## config.mk

```make
export PLATFORM = sky130hd
export DESIGN_NAME = mem_ctrl_flat
export DESIGN_NICKNAME = d
export VERILOG_FILES = /design/src/rtl/mem_ctrl_if.sv /design/src/rtl/mem_ctrl.sv /design/src/flat_wrapper.sv
export SDC_FILE = /design/constraint.sdc
export NUM_CORES = 1
export LEC_CHECK = 0
export ABC_AREA = 1
export BUFFER_PORTS_ARGS = -buffer_cell sky130_fd_sc_hd__buf_4
export CORE_UTILIZATION = 45
export DETAILED_ROUTE_END_ITERATION = 16
export PLACE_DENSITY = 0.74
export SYNTH_ARGS = -nofsm -noshare
export SYNTH_HDL_FRONTEND = slang
export SYNTH_SLANG_ARGS = --single-unit
```

## constraint.sdc

```tcl
create_clock -name clk_in -period 4.9 [get_ports clk_in]
set_clock_uncertainty 0.05 [all_clocks]
set_input_delay 0.735 -clock clk_in [delete_from_list [all_inputs] [get_ports clk_in]]
set_output_delay 0.735 -clock clk_in [all_outputs]
set_load 0.02 [all_outputs]
```

## src/rtl/mem_ctrl_if.sv

```systemverilog
// rtl/mem_ctrl_if.sv - fetch, load/store and byte-RAM signal bundle for mem_ctrl
interface mem_ctrl_if;
    logic        if_req_in;
    logic [31:0] if_addr_in;
    logic        if_done_out;
    logic [31:0] inst_out;
    logic        read_req_in;
    logic        write_req_in;
    logic [31:0] mem_addr_in;
    logic [31:0] mem_val_in;
    logic [2:0]  store_len_in;
    logic        mem_done_out;
    logic [31:0] mem_val_read_out;
    logic [1:0]  busy_out;
    logic [7:0]  ram_din_in;
    logic [7:0]  ram_dout_out;
    logic [31:0] ram_addr_out;
    logic        ram_wr_out;

    modport slave (
        input  if_req_in, if_addr_in, read_req_in, write_req_in,
               mem_addr_in, mem_val_in, store_len_in, ram_din_in,
        output if_done_out, inst_out, mem_done_out, mem_val_read_out,
               busy_out, ram_dout_out, ram_addr_out, ram_wr_out
    );

    modport master (
        output if_req_in, if_addr_in, read_req_in, write_req_in,
               mem_addr_in, mem_val_in, store_len_in, ram_din_in,
        input  if_done_out, inst_out, mem_done_out, mem_val_read_out,
               busy_out, ram_dout_out, ram_addr_out, ram_wr_out
    );
endinterface

```

## src/rtl/mem_ctrl.sv

```systemverilog
// rtl/mem_ctrl.sv - byte-serial RAM controller for fetch and load/store; optional IO_ADDR_GUARD_EN
module mem_ctrl (
    input  logic        clk_in,
    input  logic        rst_in,
    mem_ctrl_if.slave   bus
);
    typedef enum logic [1:0] {IDLE, IF_RD, MEM_RD, MEM_WR} state_t;

    state_t      state_q, state_d;
    logic [2:0]  cnt_q, cnt_d;        // edges elapsed since acceptance
    logic [2:0]  nlast_q, nlast_d;    // index of last byte (N-1)
    logic [31:0] ram_addr_q, ram_addr_d;
    logic        ram_wr_q, ram_wr_d;
    logic [7:0]  ram_dout_q, ram_dout_d;
    logic [23:0] wdata_q, wdata_d;    // store bytes not yet driven
    logic [31:0] rdata_q, rdata_d;    // read bytes gathered so far
    logic [31:0] inst_q, inst_d;
    logic [31:0] mem_val_q, mem_val_d;
    logic        if_done_q, if_done_d;
    logic        mem_done_q, mem_done_d;
    logic [2:0]  read_nlast;
    logic [1:0]  rd_idx;

    // Load length: the IO window returns a single byte when guarding is built in
    always_comb begin
        read_nlast = 3'd3;
`ifdef IO_ADDR_GUARD_EN
        if (bus.mem_addr_in[17:16] == 2'b11) begin
            read_nlast = 3'd0;
        end
`endif
    end

    // Next-state, byte sequencing and result assembly
    always_comb begin
        state_d    = state_q;
        cnt_d      = cnt_q;
        nlast_d    = nlast_q;
        ram_addr_d = ram_addr_q;
        ram_wr_d   = ram_wr_q;
        ram_dout_d = ram_dout_q;
        wdata_d    = wdata_q;
        rdata_d    = rdata_q;
        inst_d     = inst_q;
        mem_val_d  = mem_val_q;
        if_done_d  = 1'b0;
        mem_done_d = 1'b0;
        // the byte arriving now was addressed two edges ago
        rd_idx     = cnt_q[1:0] - 2'd1;

        case (state_q)
            IDLE: begin
                cnt_d = 3'd0;
                if (bus.write_req_in) begin
                    state_d    = MEM_WR;
                    ram_addr_d = bus.mem_addr_in;
                    ram_wr_d   = 1'b1;
                    ram_dout_d = bus.mem_val_in[7:0];
                    wdata_d    = bus.mem_val_in[31:8];
                    case (bus.store_len_in)
                        3'b000:  nlast_d = 3'd0;
                        3'b001:  nlast_d = 3'd1;
                        default: nlast_d = 3'd3;
                    endcase
                end else if (bus.read_req_in) begin
                    state_d    = MEM_RD;
                    ram_addr_d = bus.mem_addr_in;
                    ram_wr_d   = 1'b0;
                    nlast_d    = read_nlast;
                    rdata_d    = 32'd0;
                end else if (bus.if_req_in) begin
                    state_d    = IF_RD;
                    ram_addr_d = bus.if_addr_in;
                    ram_wr_d   = 1'b0;
                    nlast_d    = 3'd3;
                    rdata_d    = 32'd0;
                end
            end

            IF_RD, MEM_RD: begin
                cnt_d = cnt_q + 3'd1;
                if (cnt_q != 3'd0) begin
                    rdata_d[{rd_idx, 3'b000} +: 8] = bus.ram_din_in;
                end
                if (cnt_q < nlast_q) begin
                    ram_addr_d = ram_addr_q + 32'd1;
                end
                if (cnt_q == nlast_q + 3'd1) begin
                    state_d = IDLE;
                    cnt_d   = 3'd0;
                    if (state_q == IF_RD) begin
                        inst_d    = rdata_d;
                        if_done_d = 1'b1;
                    end else begin
                        mem_val_d  = rdata_d;
                        mem_done_d = 1'b1;
                    end
                end
            end

            MEM_WR: begin
                cnt_d = cnt_q + 3'd1;
                if (cnt_q == nlast_q) begin
                    state_d    = IDLE;
                    cnt_d      = 3'd0;
                    ram_wr_d   = 1'b0;
                    mem_done_d = 1'b1;
                end else begin
                    ram_addr_d = ram_addr_q + 32'd1;
                    ram_dout_d = wdata_q[7:0];
                    wdata_d    = {8'h00, wdata_q[23:8]};
                end
            end

            default: begin
                state_d  = IDLE;
                cnt_d    = 3'd0;
                ram_wr_d = 1'b0;
            end
        endcase
    end

    // State and output registers; reset aborts any transaction at once
    always_ff @(posedge clk_in or negedge rst_in) begin
        if (!rst_in) begin
            state_q    <= IDLE;
            cnt_q      <= 3'd0;
            nlast_q    <= 3'd0;
            ram_addr_q <= 32'd0;
            ram_wr_q   <= 1'b0;
            ram_dout_q <= 8'd0;
            wdata_q    <= 24'd0;
            rdata_q    <= 32'd0;
            inst_q     <= 32'd0;
            mem_val_q  <= 32'd0;
            if_done_q  <= 1'b0;
            mem_done_q <= 1'b0;
        end else begin
            state_q    <= state_d;
            cnt_q      <= cnt_d;
            nlast_q    <= nlast_d;
            ram_addr_q <= ram_addr_d;
            ram_wr_q   <= ram_wr_d;
            ram_dout_q <= ram_dout_d;
            wdata_q    <= wdata_d;
            rdata_q    <= rdata_d;
            inst_q     <= inst_d;
            mem_val_q  <= mem_val_d;
            if_done_q  <= if_done_d;
            mem_done_q <= mem_done_d;
        end
    end

    // Busy code reflects which stage owns the RAM
    always_comb begin
        case (state_q)
            IF_RD:          bus.busy_out = 2'b01;
            MEM_RD, MEM_WR: bus.busy_out = 2'b10;
            default:        bus.busy_out = 2'b00;
        endcase
    end

    assign bus.if_done_out      = if_done_q;
    assign bus.inst_out         = inst_q;
    assign bus.mem_done_out     = mem_done_q;
    assign bus.mem_val_read_out = mem_val_q;
    assign bus.ram_dout_out     = ram_dout_q;
    assign bus.ram_addr_out     = ram_addr_q;
    assign bus.ram_wr_out       = ram_wr_q;
endmodule

```

## src/flat_wrapper.sv

```systemverilog
// flat-port wrapper written by rule: the top's interface ports become plain ports
module mem_ctrl_flat 
  (clk_in, rst_in, bus_if_req_in, bus_if_addr_in, bus_read_req_in, bus_write_req_in, bus_mem_addr_in, bus_mem_val_in, bus_store_len_in, bus_ram_din_in, bus_if_done_out, bus_inst_out, bus_mem_done_out, bus_mem_val_read_out, bus_busy_out, bus_ram_dout_out, bus_ram_addr_out, bus_ram_wr_out);
  mem_ctrl_if bus_i ();
  input  logic clk_in;
  input  logic rst_in;
  input wire logic [$bits(bus_i.if_req_in)-1:0] bus_if_req_in;
  input wire logic [$bits(bus_i.if_addr_in)-1:0] bus_if_addr_in;
  input wire logic [$bits(bus_i.read_req_in)-1:0] bus_read_req_in;
  input wire logic [$bits(bus_i.write_req_in)-1:0] bus_write_req_in;
  input wire logic [$bits(bus_i.mem_addr_in)-1:0] bus_mem_addr_in;
  input wire logic [$bits(bus_i.mem_val_in)-1:0] bus_mem_val_in;
  input wire logic [$bits(bus_i.store_len_in)-1:0] bus_store_len_in;
  input wire logic [$bits(bus_i.ram_din_in)-1:0] bus_ram_din_in;
  output wire logic [$bits(bus_i.if_done_out)-1:0] bus_if_done_out;
  output wire logic [$bits(bus_i.inst_out)-1:0] bus_inst_out;
  output wire logic [$bits(bus_i.mem_done_out)-1:0] bus_mem_done_out;
  output wire logic [$bits(bus_i.mem_val_read_out)-1:0] bus_mem_val_read_out;
  output wire logic [$bits(bus_i.busy_out)-1:0] bus_busy_out;
  output wire logic [$bits(bus_i.ram_dout_out)-1:0] bus_ram_dout_out;
  output wire logic [$bits(bus_i.ram_addr_out)-1:0] bus_ram_addr_out;
  output wire logic [$bits(bus_i.ram_wr_out)-1:0] bus_ram_wr_out;
  assign bus_i.if_req_in = bus_if_req_in;
  assign bus_i.if_addr_in = bus_if_addr_in;
  assign bus_i.read_req_in = bus_read_req_in;
  assign bus_i.write_req_in = bus_write_req_in;
  assign bus_i.mem_addr_in = bus_mem_addr_in;
  assign bus_i.mem_val_in = bus_mem_val_in;
  assign bus_i.store_len_in = bus_store_len_in;
  assign bus_i.ram_din_in = bus_ram_din_in;
  assign bus_if_done_out = bus_i.if_done_out;
  assign bus_inst_out = bus_i.inst_out;
  assign bus_mem_done_out = bus_i.mem_done_out;
  assign bus_mem_val_read_out = bus_i.mem_val_read_out;
  assign bus_busy_out = bus_i.busy_out;
  assign bus_ram_dout_out = bus_i.ram_dout_out;
  assign bus_ram_addr_out = bus_i.ram_addr_out;
  assign bus_ram_wr_out = bus_i.ram_wr_out;
  mem_ctrl u_core (.clk_in(clk_in), .rst_in(rst_in), .bus(bus_i));
endmodule
```

==> impl_results.rst <==
.. list-table::
   :header-rows: 1

   * - Metric
     - Value
   * - Register-to-register path setup slack
     - 1.57 ns
   * - Fraction of synthesized cell area in xor and xnor cells
     - 0.293%
   * - Nets in the synthesized netlist
     - 1309
   * - Count of unresolved DRC violations after routing
     - 0
   * - FILL cells
     - 1803
   * - Share of the clock period used by the worst path
     - 67.9%
   * - Post-synthesis compound-gate area fraction
     - 15.8%
   * - Status
     - complete, no violations
   * - Launching element type of the critical path
     - flip-flop
   * - Simple-gate share of the synthesized area
     - 26.2%
   * - Post-Synthesis Cells
     - 1180
   * - Number of resized instances in the post-cts repair step
     - 0
   * - Number of primary I/O pins
     - 221
   * - Post-Layout Inst Area
     - 0.0113 mm^2
   * - Internal power summed over all cells
     - 4.13 mW
   * - Floorplan die height
     - 143 um
   * - CTS Buffer Depth
     - 2
   * - Filler-free cell count of the finished design
     - 1648
   * - Maximum fanout encountered on the critical timing path
     - 43
   * - Width of the die
     - 143 um
   * - Type of the tightest min-delay check
     - in2async
   * - Synth Register Bits
     - 170
   * - Max IR drop VDD
     - 0.370 mV
   * - Clock root buffer
     - sky130_fd_sc_hd__clkbuf_16
   * - Final net count
     - 1499
   * - Average detailed-routed wire length per instance
     - 14.6 um
   * - Min Clock Period, post-route
     - 3.33 ns
   * - Final-report setup violation count
     - 0
   * - Initial Util
     - 46.0%
   * - Number of hold buffers added after cts
     - 0
   * - Combinational family with the most area after synthesis
     - simple AND/OR/NAND/NOR gates
   * - Initial antenna violation count
     - 0
   * - Switch Pwr
     - 3.43 mW
   * - Fraction of power consumed by the clock network
     - 17.9%
   * - Smallest setup slack after layout
     - 1.57 ns
   * - Proportion of synthesized area in mux cells
     - 0%
   * - Cell variety after synth
     - 33
   * - # H-tree levels
     - 4
   * - CTS tree
     - done
   * - Antenna Nets Post-Route
     - 0
   * - Residual overflow from global routing
     - 0
   * - Largest net degree at the start of global routing
     - 88
   * - Arrival time of data at the critical path endpoint
     - 3.65 ns
   * - First-pass GRT wire length
     - 38300 um
   * - Pwr/cell area
     - 669 mW/mm^2
   * - RSZ-0062 raised after global routing
     - no
   * - Placement Rows
     - 51
   * - Vias in the first global route
     - 7615
   * - Pin slew with the least headroom to its limit
     - 1.10 ns
   * - Sequential-to-total area share from yosys stat
     - 47.5%
   * - Fraction of layout instances using a drive strength above 1
     - 20.9%
   * - Cell count after placement
     - 1616
   * - Type of the worst setup path
     - reg2reg
   * - Dpl ws
     - 1.47 ns
   * - Die area
     - 0.0205 mm^2
   * - Part of the total power dissipated in sequential elements
     - 32.2%
   * - Logic pwr share
     - 49.9%
   * - Total iterations of the first detailed-routing run
     - 7
   * - Switching Fraction
     - 45.3%
   * - PnR Total Power
     - 7.56 mW
   * - Final HPWL DP
     - 17000 um
   * - Worst rel slew slack
     - 26.4%
   * - Max_cap viols
     - 0
   * - Weighted congestion at the end of routability-driven global placement
     - 0.894
   * - Max frequency
     - 0.301 GHz
   * - Synthesis warning total
     - 0
   * - Starting DRC count in detailed routing
     - 572
   * - Sinks on Clock Net
     - 170
   * - Detailed-route wire length
     - 24100 um
   * - Total routing usage reported by global routing
     - 23.9%
   * - CTS buffer count
     - 17
   * - Vias after detailed routing
     - 8490
   * - Number of max-slew violations in the final report
     - 0
   * - Reg clk slew, reported paths
     - 0.07 ns
   * - Adder-cell share of the synthesized area
     - 2.37%
   * - TNS Setup
     - 0 ns
   * - P&R area growth vs syn
     - 26.2%
   * - Number of buffers inserted to repair setup after CTS
     - 0
   * - Type of destination of the critical path
     - flip-flop
   * - Static Leak
     - 5.49 nW
   * - Synthesized cell area
     - 0.00896 mm^2
   * - Final number of hold-violating endpoints
     - 0
   * - Clk Latency, worst-skew pair
     - 0.43 ns
   * - Core footprint
     - 0.0195 mm^2
   * - Vias per cell
     - 5.15
   * - Instance area after placement
     - 0.0107 mm^2
   * - Synth Area per Inst
     - 7.59 um^2
   * - Worst endpoint required time
     - 5.22 ns
   * - Count of port buffers added during placement
     - 220
## area by class of cell
cell class	count	area [um^2]	share of cell area (%)
clock inverters	13	143	1.26
flip-flops and latches	170	4250	37.6
well taps	265	332	2.93
repair buffers	225	1710	15.1
clock buffers	18	439	3.89
inverters	112	422	3.73
diodes	1	2.50	0.0221
multi-input cells	844	4010	35.4
## logic make-up after synthesis
family          after synthesis
compound gates              243
xor+xnor                      3
fa+ha+maj                    17
buf+inv                     166
flops                       170
simple gates                581
## metrics by stage
stage	utilization [%]	hold WS (ns)
after global placement	55.1	0.417
after detailed placement	55.1	0.423
final	58.1	0.324
after CTS	58.1	0.369
after global routing	58.1	0.385
after floorplan	-	0.389
## Yosys cell counts (all sizes together)
| cell | count | area share, % |
|---|---|---|
| nand2 | 351 | 15 |
| dfrtp | 170 | 47 |
| nor2 | 167 | 7.5 |
| inv | 110 | 4.6 |
| o21ai | 103 | 5.8 |
| nand3 | 48 | 2.7 |
| o21a | 34 | 2.8 |
| o22ai | 34 | 2.4 |
| a21oi | 31 | 1.8 |
| a31oi | 30 | 2.1 |
| buf | 28 | 2.0 |
| clkbuf | 26 | 1.1 |
| ha | 17 | 2.4 |
| nor3 | 12 | 0.67 |
| o31ai | 10 | 0.84 |
| clkinv | 2 | 0.098 |
| xnor2 | 2 | 0.20 |
| nand3b | 1 | 0.084 |
| nand4 | 1 | 0.24 |
| o211ai | 1 | 0.084 |
| or2 | 1 | 0.070 |
| xor2 | 1 | 0.098 |
## flip-flops by register name, indices dropped and copies added, names as in the netlist
register / flops
u_core.cnt_q: 3
u_core.bus.ram_dout_out: 8
u_core.bus.mem_val_read_out: 32
u_core.bus.inst_out: 32
u_core.bus.ram_wr_out: 1
u_core.nlast_q: 2
u_core.rdata_q: 32
u_core.wdata_q: 24
u_core.bus.ram_addr_out: 32
u_core.bus.if_done_out: 1
u_core.bus.mem_done_out: 1
u_core.state_q: 2
## cell usage in the layout, fill, tap and decap left out, types with 2 or more instances in the layout
| cell type | count |
|---|---|
| sky130_fd_sc_hd__nand2_1 | 342 |
| sky130_fd_sc_hd__buf_4 | 223 |
| sky130_fd_sc_hd__dfrtp_1 | 170 |
| sky130_fd_sc_hd__nor2_1 | 156 |
| sky130_fd_sc_hd__inv_1 | 102 |
| sky130_fd_sc_hd__o21ai_0 | 90 |
| sky130_fd_sc_hd__nand3_1 | 48 |
| sky130_fd_sc_hd__o21a_1 | 34 |
| sky130_fd_sc_hd__o22ai_1 | 34 |
| sky130_fd_sc_hd__a21oi_1 | 30 |
| sky130_fd_sc_hd__a31oi_1 | 30 |
| sky130_fd_sc_hd__ha_1 | 17 |
| sky130_fd_sc_hd__clkbuf_16 | 17 |
| sky130_fd_sc_hd__nor3_1 | 12 |
| sky130_fd_sc_hd__o21ai_1 | 12 |
| sky130_fd_sc_hd__o31ai_1 | 10 |
| sky130_fd_sc_hd__nand2_2 | 9 |
| sky130_fd_sc_hd__inv_2 | 8 |
| sky130_fd_sc_hd__nor2_2 | 7 |
| sky130_fd_sc_hd__clkinv_2 | 5 |
| sky130_fd_sc_hd__nor2_4 | 4 |
| sky130_fd_sc_hd__inv_6 | 4 |
| sky130_fd_sc_hd__xnor2_1 | 2 |
| sky130_fd_sc_hd__bufinv_16 | 2 |
## per-layer routing
layer	global-route usage (%)	wire (um)	vias up
li1	-	-	4198
met1	33.4	11100	3985
met2	37.0	11200	275
met3	5.43	1410	32
met4	6.51	417	0
met5	0	0	-
## power by group through the flow
stage / clock, mW / combinational [mW] / sequential [mW]
5_1_grt: 1.43 / 4.20 / 2.50
3_5_place_dp: 0 / 3.79 / 2.45
3_3_place_gp: 0 / 3.71 / 2.44
2_1_floorplan: 0 / 2.05 / 2.87
6_report: 1.35 / 3.77 / 2.43
4_1_cts: 1.37 / 3.80 / 2.43
## path summary, 6_finish.rpt
check,startpoint,end,cells past startpoint
setup / recovery,u_core.cnt_q[0],u_core.bus.ram_addr_out[12],11
max in group asynchronous,rst_in,u_core.bus.mem_val_read_out[5],2
hold reg to reg,u_core.wdata_q[21],u_core.wdata_q[21],2
min in group clk_in,u_core.wdata_q[21],u_core.wdata_q[21],2
setup reg to reg,u_core.cnt_q[0],u_core.bus.ram_addr_out[12],11
hold / removal,rst_in,u_core.bus.mem_val_read_out[14],1
## worst max-delay path: stages (launching register included)
cell	delay [ns]
sky130_fd_sc_hd__dfrtp_1	0.49
sky130_fd_sc_hd__inv_1	0.14
sky130_fd_sc_hd__ha_1	0.31
sky130_fd_sc_hd__nand2_1	0.07
sky130_fd_sc_hd__nor2_1	0.05
sky130_fd_sc_hd__nand2_1	0.15
sky130_fd_sc_hd__nand3_1	0.71
sky130_fd_sc_hd__inv_2	0.89
sky130_fd_sc_hd__o21ai_1	0.16
sky130_fd_sc_hd__nand2_1	0.12
sky130_fd_sc_hd__nand2_1	0.05
sky130_fd_sc_hd__inv_1	0.05
(Power assumes the default switching activity.)
